## config.mk

```make
export PLATFORM = sky130hd
export DESIGN_NAME = dart_match
export DESIGN_NICKNAME = d
export VERILOG_FILES = /design/src/rtl/dart_match.sv
export SDC_FILE = /design/constraint.sdc
export NUM_CORES = 1
export LEC_CHECK = 0
export CORE_MARGIN = 1.5
export CORE_UTILIZATION = 35
export CTS_CLUSTER_DIAMETER = 40
export DETAILED_ROUTE_END_ITERATION = 8
export GPL_TIMING_DRIVEN = 0
export MAX_ROUTING_LAYER = met4
export PLACE_DENSITY = 0.58
export SYNTH_ARGS = -nofsm -noshare
export SYNTH_HDL_FRONTEND = slang
export SYNTH_SLANG_ARGS = --single-unit
```

## constraint.sdc

```tcl
create_clock -name clk -period 3.6 [get_ports clk]
set_clock_uncertainty 0.2 [all_clocks]
set_input_delay 0.36 -clock clk [delete_from_list [all_inputs] [get_ports clk]]
set_output_delay 0.36 -clock clk [all_outputs]
set_load 0.005 [all_outputs]
```

## src/rtl/dart_match.sv

```systemverilog
// dart_match: two-player countdown dart scorekeeper with bust and exact-finish rules
// Ports:
//   clk, rst_n            rising-edge clock, synchronous active-low reset
//   start                 start/restart a game (honoured in IDLE or DONE)
//   throw_valid/throw_pts throw result from the scorer (0..3 points)
//   throw_ready           a throw is accepted this cycle (PLAY only)
//   score0/score1         remaining score per player
//   cur_player/throw_idx  whose turn it is and throws taken this turn
//   bust                  one-cycle pulse after a bust
//   game_over/winner      game finished and which player finished it
module dart_match #(
    parameter int START_SCORE     = 15,
    parameter int SCORE_W         = 5,
    parameter int THROWS_PER_TURN = 3
) (
    input  logic               clk,
    input  logic               rst_n,
    input  logic               start,
    input  logic               throw_valid,
    input  logic [1:0]         throw_pts,
    output logic               throw_ready,
    output logic [SCORE_W-1:0] score0,
    output logic [SCORE_W-1:0] score1,
    output logic               cur_player,
    output logic [1:0]         throw_idx,
    output logic               bust,
    output logic               game_over,
    output logic               winner
);
    typedef enum logic [1:0] {IDLE, PLAY, SWITCH, DONE} stateT;
    localparam logic [SCORE_W-1:0] START   = SCORE_W'(START_SCORE);
    localparam logic [1:0]         LAST_IDX = 2'(THROWS_PER_TURN - 1);
    stateT state, stateNext;
    logic [SCORE_W-1:0] snap, snapNext, score0Next, score1Next, curScore, pts, newScore;
    logic curNext, bustNext, overNext, winnerNext, scoreWr;
    logic [1:0] idxNext;
    assign throw_ready = (state == PLAY);
    assign curScore    = cur_player ? score1 : score0;
    assign pts         = SCORE_W'(throw_pts);
    always_comb begin
        stateNext  = state;
        snapNext   = snap;
        curNext    = cur_player;
        idxNext    = throw_idx;
        bustNext   = 1'b0;
        overNext   = game_over;
        winnerNext = winner;
        scoreWr    = 1'b0;
        newScore   = curScore;
        score0Next = score0;
        score1Next = score1;
        case (state)
            IDLE, DONE: if (start) begin
                stateNext  = PLAY;
                score0Next = START;
                score1Next = START;
                snapNext   = START;
                curNext    = 1'b0;
                idxNext    = 2'd0;
                overNext   = 1'b0;
                winnerNext = 1'b0;
            end
            PLAY: if (throw_valid) begin
                scoreWr = 1'b1;
                // Compare before subtracting so the score can never wrap.
                if (pts > curScore) begin
                    newScore  = snap;
                    bustNext  = 1'b1;
                    idxNext   = 2'd0;
                    stateNext = SWITCH;
                end else if (pts == curScore) begin
                    newScore   = '0;
                    overNext   = 1'b1;
                    winnerNext = cur_player;
                    stateNext  = DONE;
                end else begin
                    newScore  = curScore - pts;
                    idxNext   = (throw_idx == LAST_IDX) ? 2'd0 : throw_idx + 2'd1;
                    stateNext = (throw_idx == LAST_IDX) ? SWITCH : PLAY;
                end
            end
            SWITCH: begin
                curNext   = ~cur_player;
                idxNext   = 2'd0;
                // The incoming player's score is the bust-restore point for its turn.
                snapNext  = cur_player ? score0 : score1;
                stateNext = PLAY;
            end
            default: stateNext = IDLE;
        endcase
        if (scoreWr && !cur_player) score0Next = newScore;
        if (scoreWr &&  cur_player) score1Next = newScore;
    end
    always_ff @(posedge clk) begin
        if (!rst_n) begin
            state      <= IDLE;
            score0     <= START;
            score1     <= START;
            snap       <= START;
            cur_player <= 1'b0;
            throw_idx  <= 2'd0;
            bust       <= 1'b0;
            game_over  <= 1'b0;
            winner     <= 1'b0;
        end else begin
            state      <= stateNext;
            score0     <= score0Next;
            score1     <= score1Next;
            snap       <= snapNext;
            cur_player <= curNext;
            throw_idx  <= idxNext;
            bust       <= bustNext;
            game_over  <= overNext;
            winner     <= winnerNext;
        end
    end
endmodule

```

# == Word level (Yosys, flattened, before mapping) ==
# Cells that the tools add are included.
# totals
regBits,23
out_inout_bits,17
elab_cells,77
# op_classes
bitwise_logic,1
reduce_logical,18
n_addsub,2
order_cmp,1
n_eq_ne,10
mux,36
# ops
cell,n
$mux W5,10
$mux W2,10
$pmux W2 S3,2
$reduce_bool A2 Y1,6
$mux W1,10
$pmux W5 S2,1
$reduce_and A2 Y1,4
$eq A2 B2 Y1 const B,3
$ne A2 B2 Y1 const B,3
$pmux W1 S2,3
$reduce_and A3 Y1,2
$eq A2 B5 Y1,1
$gt A2 B5 Y1,1
$reduce_and A5 Y1,1
$sub A5 B2 Y5,1
$ne A3 B3 Y1 const B,1
$add A2 B1 Y2 const B,1
$eq A2 B1 Y1 const B,1
$logic_and A1 B1 Y1,2
$logic_not A2 Y1,1
$ne A2 B1 Y1 const B,1
$reduce_or A2 Y1,1
$logic_not A1 Y1,1
$not A1 Y1,1

# == Depth between registers and ports, before layout ==
# Gate-level depths: netlist of run 1.
# logic_depth
ltp_word,7
ltp_mapped,10

# == Worst setup path after synthesis of run 1 ==
# No wires, ideal clock.
# synth_path
kind,flip-flop to flip-flop
from,reg cur_player
to,reg score0[2]
synth_period_minus_slack_ns,2.637
setup_slack_ns,0.963
required_ns,3.269
setup_ns,0.131
stages_incl_launch_ff,11
arrival_time_ns,2.305
path_cell_list,dfxtp_1 buf_4 buf_2 mux2i_1 inv_1 ha_1 nand2b_1 nand3_2 a21o_1 a221oi_1 o21ai_1
# synth_between
elab_chain_cells,7
word_cells_on_any_way,14
# synth_rtl
element,line,rtl
start: declaration,24,"output logic cur_player,"
start signal: assignment,110,cur_player <= curNext;
$mux W5,38,assign curScore = cur_player ? score1 : score0;
$sub A5 B2 Y5 / $eq A2 B5 Y1 (equally long branches),"77, 71",
$mux W5,71,end else if (pts == curScore) begin
$mux W5,66,if (pts > curScore) begin
$mux W5,63,PLAY: if (throw_valid) begin
$mux W5,52,case (state)
$mux W5,91,if (scoreWr && !cur_player) score0Next = newScore;
end signal: assignment,107,score0 <= score0Next;
end: declaration,22,"output logic [SCORE_W-1:0] score0,"
# Parallel ways exist; a longest one is shown, timed or not.
# A chain may end at the register's enable or synchronous reset.

# == Final worst setup path of run 1 ==
# Same ends and word-level chain as after synthesis.

==> results of run 1 <==
[kinds of logic after synthesis]
logic type | Yosys count
mux | 12
simple gates | 69
xor+xnor | 1
compound gates | 43
buf+inv | 16
fa+ha+maj | 5
flops | 23
[power by group]
part	internal, uW	switching (uW)	leakage [uW]
logic	29.8	43.3	0.000373
registers	258	4.54	0.000187
clock network	79.1	83.1	0.0000228
total	367	131	0.000582
[flip-flops by register name, summed over array words and instances (netlist names)]
name,cells
score1,5
state,2
score0,5
cur_player,1
bust,1
throw_idx,2
winner,1
snap,5
game_over,1
[area by class of cell]
cell class / instances / area (um2) / area share
Buffer: 8 / 35.0 / 0.0205
Clock buffer: 4 / 45.0 / 0.0264
Inverter: 8 / 30.0 / 0.0176
Multi-Input combinational cell: 130 / 867 / 0.508
Sequential cell: 23 / 460 / 0.270
Tap cell: 48 / 60.1 / 0.0352
Timing Repair Buffer: 21 / 210 / 0.123
[tightest hold or removal path, stage by stage]
cell	delay, ps
clkbuf_1	160
nand2b_1	110
o22ai_1	70
[stage by stage]
stage | hold slack [ps] | setup slack, ps
after floorplan | 259 | 963
final | 282 | 546
after CTS | 274 | 531
after global placement | 273 | 587
after global routing | 315 | 358
after detailed placement | 288 | 544
[layout by cell type, fill, tap and decap left out, types with 3 or more instances in the layout]
cell type,netlist,final
a21oi_1,6,6
mux2i_1,5,5
o31ai_1,3,3
mux2_2,6,6
o22ai_1,6,6
clkdlybuf4s50_1,0,21
nand3_1,8,8
a211oi_1,3,3
nor3_1,10,10
clkbuf_1,5,6
inv_1,8,8
nor2_1,13,13
and2_1,3,3
o21ai_0,12,12
clkbuf_8,0,3
nand2b_1,3,3
nand2_1,16,16
and3_1,4,4
ha_1,4,4
dfxtp_1,23,23
[layer usage]
layer | global-route usage | up-vias | wire, um
li1 | - | 660 | -
met1 | 0.249 | 638 | 1780
met2 | 0.275 | 41 | 1640
met3 | 0.0443 | 8 | 152
met4 | 0.0459 | 0 | 63
met5 | - | - | 0
[worst max-delay path by stage]
stage               start         to  slack, ps
2_1_floorplan  cur_player  score0[2]        960
3_3_place_gp   cur_player  score1[2]        590
3_5_place_dp   cur_player  score0[2]        540
4_1_cts        cur_player  score0[2]        530
5_1_grt        cur_player  score0[2]        360
6_report       cur_player  score0[2]        550
==> results.py, run 1 <==
metrics = {
    "detailed_routing": {
        "wl_per_cell_um": 15.0,
        "drc": 0,
        "vias": 1347,
        "wl_um": 3640,
        "viasPerCell": 5.57,
        "dr.pass1.iters": 4,
        "drt_iter0_markers": 104,
        "postRouteAntennaNets": 0,
    },
    "clock_network": {
        "insertion_delay_ps": 260,
        "clock-sinks": 23,
        "cts_htree_levels": 1,
        "cts_resized": 0,
        "postCtsSetupBuffers": 0,
        "clk_pin_slew_ps": 80,
        "cts_tree": "yes",
        "cts_root_buf": "clkbuf_8",
        "hold_buffers": 0,
        "cts_buffers": 3,
        "cts.path.max_buffers": 2,
    },
    "logic_synthesis": {
        "synth_top_cells_by_count": "dfxtp_1 (23), nand2_1 (16), nor2_1 (13), o21ai_0 (12), nor3_1 (10)",
        "synth-seq-cells": 23,
        "synth-xor-area-share": 0.00629,
        "netlist.area_leader.share": 0.331,
        "ys_seq_area_frac": 0.331,
        "syn_area_um2": 1390,
        "synth_compound_area_frac": 0.200,
        "syn_nets": 180,
        "synth_area_leaders": "dfxtp_1 (33%), mux2_2 (4.9%), o21ai_0 (4.3%), nand2_1 (4.3%), ha_1 (3.6%)",
        "synthAdderAreaFrac": 0.0503,
        "muxShareOfSynthArea": 0.101,
        "synth_cell_types": 42,
        "syn_avg_cell_area_um2": 8.24,
        "synth_ff_type": "dfxtp_1",
        "synth_top_family_by_area": "simple AND/OR/NAND/NOR gates",
        "ys_warn_count": 0,
        "yosysMostFrequentCell": "dfxtp_1",
        "async_flop_share": 0,
        "yosysTopAreaCell": "dfxtp_1",
        "synthCells": 169,
        "yosys.area_share.simple": 0.265,
        "synth_edf_count": 0,
    },
    "worst_hold_path": {
        "hold_start": "rst_n",
        "holdCritPathClass": "primary input to flip-flop",
        "holdPathEnd": "throw_idx[0]",
        "whs_path_depth": 3,
    },
    "timing": {
        "max_freq_ghz": 0.327,
        "hold_violations": 0,
        "fin_crit_sh": 0.848,
        "relSlewSlack": 0.700,
        "grt_setup_unrepaired": "no",
        "period_needed_ps": 3050,
        "final_max_slew_viol_count": 0,
        "tightest_slew_ps": 450,
        "setup_violations": 0,
        "fin_tns_setup_ps": 0,
    },
    "floorplan": {
        "die_y_um": 66.1,
        "die_w_um": 66.1,
        "design.core.area_um2": 3740,
        "row_count": 22,
        "ios": 23,
        "start_util": 0.372,
        "fp.dieArea_um2": 4370,
    },
    "layout": {
        "final_core_util": 0.456,
        "antenna_cells": 0,
        "stdcell_area_um2": 1710,
        "layout-drive-gt1-share": 0.108,
        "fillCellCount": 398,
        "fin_cells": 242,
        "nNetsFinal": 206,
        "area_delta_synth_final_pct": 22.6,
    },
    "worst_setup_path": {
        "crit_path_max_fanout": 10,
        "worstSetupStartpointType": "flip-flop",
        "ff2ff_setup_slack_ps": 550,
        "cp.arrival_ps": 2990,
        "required_ps": 3540,
        "max_stage_delay_ps": 500,
        "cp.depth": 10,
        "critical_path.cell_chain": "buf_4 > buf_2 > mux2i_1 > inv_1 > ha_1 > nand2b_1 > nand3_2 > a21o_1 > a221oi_1 > o21ai_1",
        "r2r-end": "score0[2]",
        "cp_top_family": "compound AO/OA/AOI/OAI gates",
        "rr_startpoint": "cur_player",
        "ff2ff_path_depth": 10,
        "path_buf_inv": 3,
        "endpoint_kind": "flip-flop",
        "crit_path_top_delay_cell": "dfxtp_1",
        "criticalPathCategory": "flip-flop to flip-flop",
    },
    "power": {
        "irDropWorstVdd_mv": 0.220,
        "p_per_area_nw_per_um2": 292,
        "power_uw": 498,
        "cellLeakagePower_uw": 0.000582,
    },
    "place": {
        "io_buffers": 21,
        "dpl_cell_area_um2": 1660,
        "gp_congestion": 0.932,
        "dp.cells": 238,
        "place_hpwl_um": 2760,
    },
    "global_route": {
        "grt_max_degree": 13,
        "grt_pass1_vias": 1228,
        "grt_pass1_wl_um": 6020,
        "grtUsageTotal": 0.183,
        "antenna_found_initial": 0,
        "overflow": 0,
    },
    "run_status": {
        "status": "finished, final reports clean",
    },
    "job": {
        "maxCapViolCount": 0,
    },
}
Power figures use the tool's default switching activity.
==> inputs of run 2 (changes only) <==
clock period = 3.1 ns   (was 3.6 ns; I/O delays follow)
==> run 2 against run 1 <==
Net effect: register-to-register slack got worse by 170 ps; clock-buffer cell count did not move; design area fell by 0.22%; critical path type unchanged; sequential share of layout area rose by 0.13 points; global-route usage did not move; worst setup slack got worse by 170 ps.
==> results.py, run 2 (same netlist as run 1, synthesis figures left out) <==
metrics = {
    "run_status": {
        "status": "finished, final reports clean",
    },
    "worst_setup_path": {
        "endpoint_kind": "flip-flop",
        "worstSetupStartpointType": "flip-flop",
        "r2r-end": "score0[2]",
        "rr_startpoint": "cur_player",
        "criticalPathCategory": "flip-flop to flip-flop",
        "ff2ff_path_depth": 9,
        "ff2ff_setup_slack_ps": 380,
        "cp.arrival_ps": 2660,
        "crit_path_max_fanout": 19,
        "required_ps": 3040,
    },
    "clock_network": {
        "insertion_delay_ps": 260,
        "clk_pin_slew_ps": 80,
        "clock-sinks": 23,
        "postCtsSetupBuffers": 0,
        "cts_buffers": 3,
        "cts_htree_levels": 1,
        "cts.path.max_buffers": 2,
        "cts_root_buf": "clkbuf_8",
        "cts_tree": "yes",
    },
    "global_route": {
        "antenna_found_initial": 0,
        "grtUsageTotal": 0.183,
        "overflow": 0,
        "grt_max_degree": 13,
        "grt_pass1_wl_um": 6020,
        "grt_pass1_vias": 1228,
    },
    "timing": {
        "hold_violations": 0,
        "fin_crit_sh": 0.878,
        "relSlewSlack": 0.702,
        "setup_violations": 0,
        "tightest_slew_ps": 448,
        "max_freq_ghz": 0.367,
        "period_needed_ps": 2720,
        "fin_tns_setup_ps": 0,
        "final_max_slew_viol_count": 0,
        "grt_setup_unrepaired": "no",
    },
    "layout": {
        "layout_commonest_cell": "dfxtp_1",
        "layout-drive-gt1-share": 0.109,
        "largest_registers": "score0 x5, score1 x5, snap x5",
        "final_cell_mix": "dfxtp_1 (22), clkdlybuf4s50_1 (21), nand2_1 (16)",
        "stdcell_area_um2": 1700,
        "area_delta_synth_final_pct": 22.4,
        "fin_cells": 241,
        "antenna_cells": 0,
        "fillCellCount": 399,
        "nNetsFinal": 205,
    },
    "place": {
        "dpl_cell_area_um2": 1660,
        "place_hpwl_um": 2760,
        "io_buffers": 21,
        "dp.cells": 238,
        "gp_congestion": 0.932,
    },
    "detailed_routing": {
        "drc": 0,
        "wl_per_cell_um": 14.8,
        "drt_iter0_markers": 88,
        "postRouteAntennaNets": 0,
        "vias": 1321,
        "dr.pass1.iters": 4,
        "wl_um": 3560,
        "viasPerCell": 5.48,
    },
    "worst_hold_path": {
        "holdCritPathClass": "primary input to flip-flop",
        "holdPathEnd": "throw_idx[0]",
        "hold_start": "rst_n",
        "whs_path_depth": 3,
    },
    "power": {
        "p_per_area_nw_per_um2": 339,
        "cellLeakagePower_uw": 0.000577,
        "irDropWorstVdd_mv": 0.256,
        "power_uw": 578,
    },
    "floorplan": {
        "design.core.area_um2": 3740,
        "die_y_um": 66.1,
        "row_count": 22,
        "fp.dieArea_um2": 4370,
        "start_util": 0.372,
        "die_w_um": 66.1,
        "ios": 23,
    },
    "job": {
        "maxCapViolCount": 0,
    },
}
## run 2: cell types whose count changed in the layout (fill, tap and decap cells not counted), sizes merged
cell,previous run,this run
buf,3,2
## run 2: through the flow
stage          utilization  hold WS [ps]  setup WS, ps
2_1_floorplan            -           252           463
3_3_place_gp         0.444           273          86.6
3_5_place_dp         0.444           288          43.6
4_1_cts              0.456           224          31.2
5_1_grt              0.455           265           190
6_report             0.455           233           377
## run 2: where the power goes
| group | leakage, uW | internal [uW] | switching, uW |
|---|---|---|---|
| Sequential | 0.000187 | 300 | 5.26 |
| Combinational | 0.000367 | 34.6 | 49.9 |
| Clock | 0.0000228 | 91.8 | 96.4 |
## run 2: critical path, cell delays in order (launching register included)
cell and delay, ps:
dfxtp_2 420, buf_4 290, mux2i_1 320, inv_1 70, ha_1 320, nand2b_1 160
nand3_2 130, a21o_1 260, a221oi_1 310, o21ai_1 100
## run 2: area by class of cell
cell class	count	area [um2]	area share
Timing Repair Buffer	21	210	0.123
Multi-Input combinational cell	130	867	0.509
Buffer	7	30.0	0.0176
Clock buffer	4	45.0	0.0264
Sequential cell	23	462	0.271
Inverter	8	30.0	0.0176
Tap cell	48	60.1	0.0352
## run 2: layer usage
| metal | GRT usage | vias to the layer above | routed length [um] |
|---|---|---|---|
| met5 | - | - | 0 |
| met4 | 0.0459 | 0 | 46 |
| met3 | 0.0443 | 6 | 176 |
| met2 | 0.275 | 40 | 1610 |
| met1 | 0.249 | 620 | 1730 |
| li1 | - | 655 | - |
## run 2: what timing repair did
action / 4_1_cts / 5_1_grt
hold buffers: 0 / 0
gates resized for setup: 0 / 1
setup endpoints to repair: 0 / 7
## run 2: how the worst max path moves through the flow
stage | startpoint | endpoint | slack, ps | cells after the start
2_1_floorplan | cur_player | score0[2] | 460 | 10
3_3_place_gp | cur_player | score1[2] | 90 | 10
3_5_place_dp | cur_player | score0[2] | 40 | 10
4_1_cts | cur_player | score0[2] | 30 | 10
5_1_grt | cur_player | score0[2] | 190 | 9
6_report | cur_player | score0[2] | 380 | 9
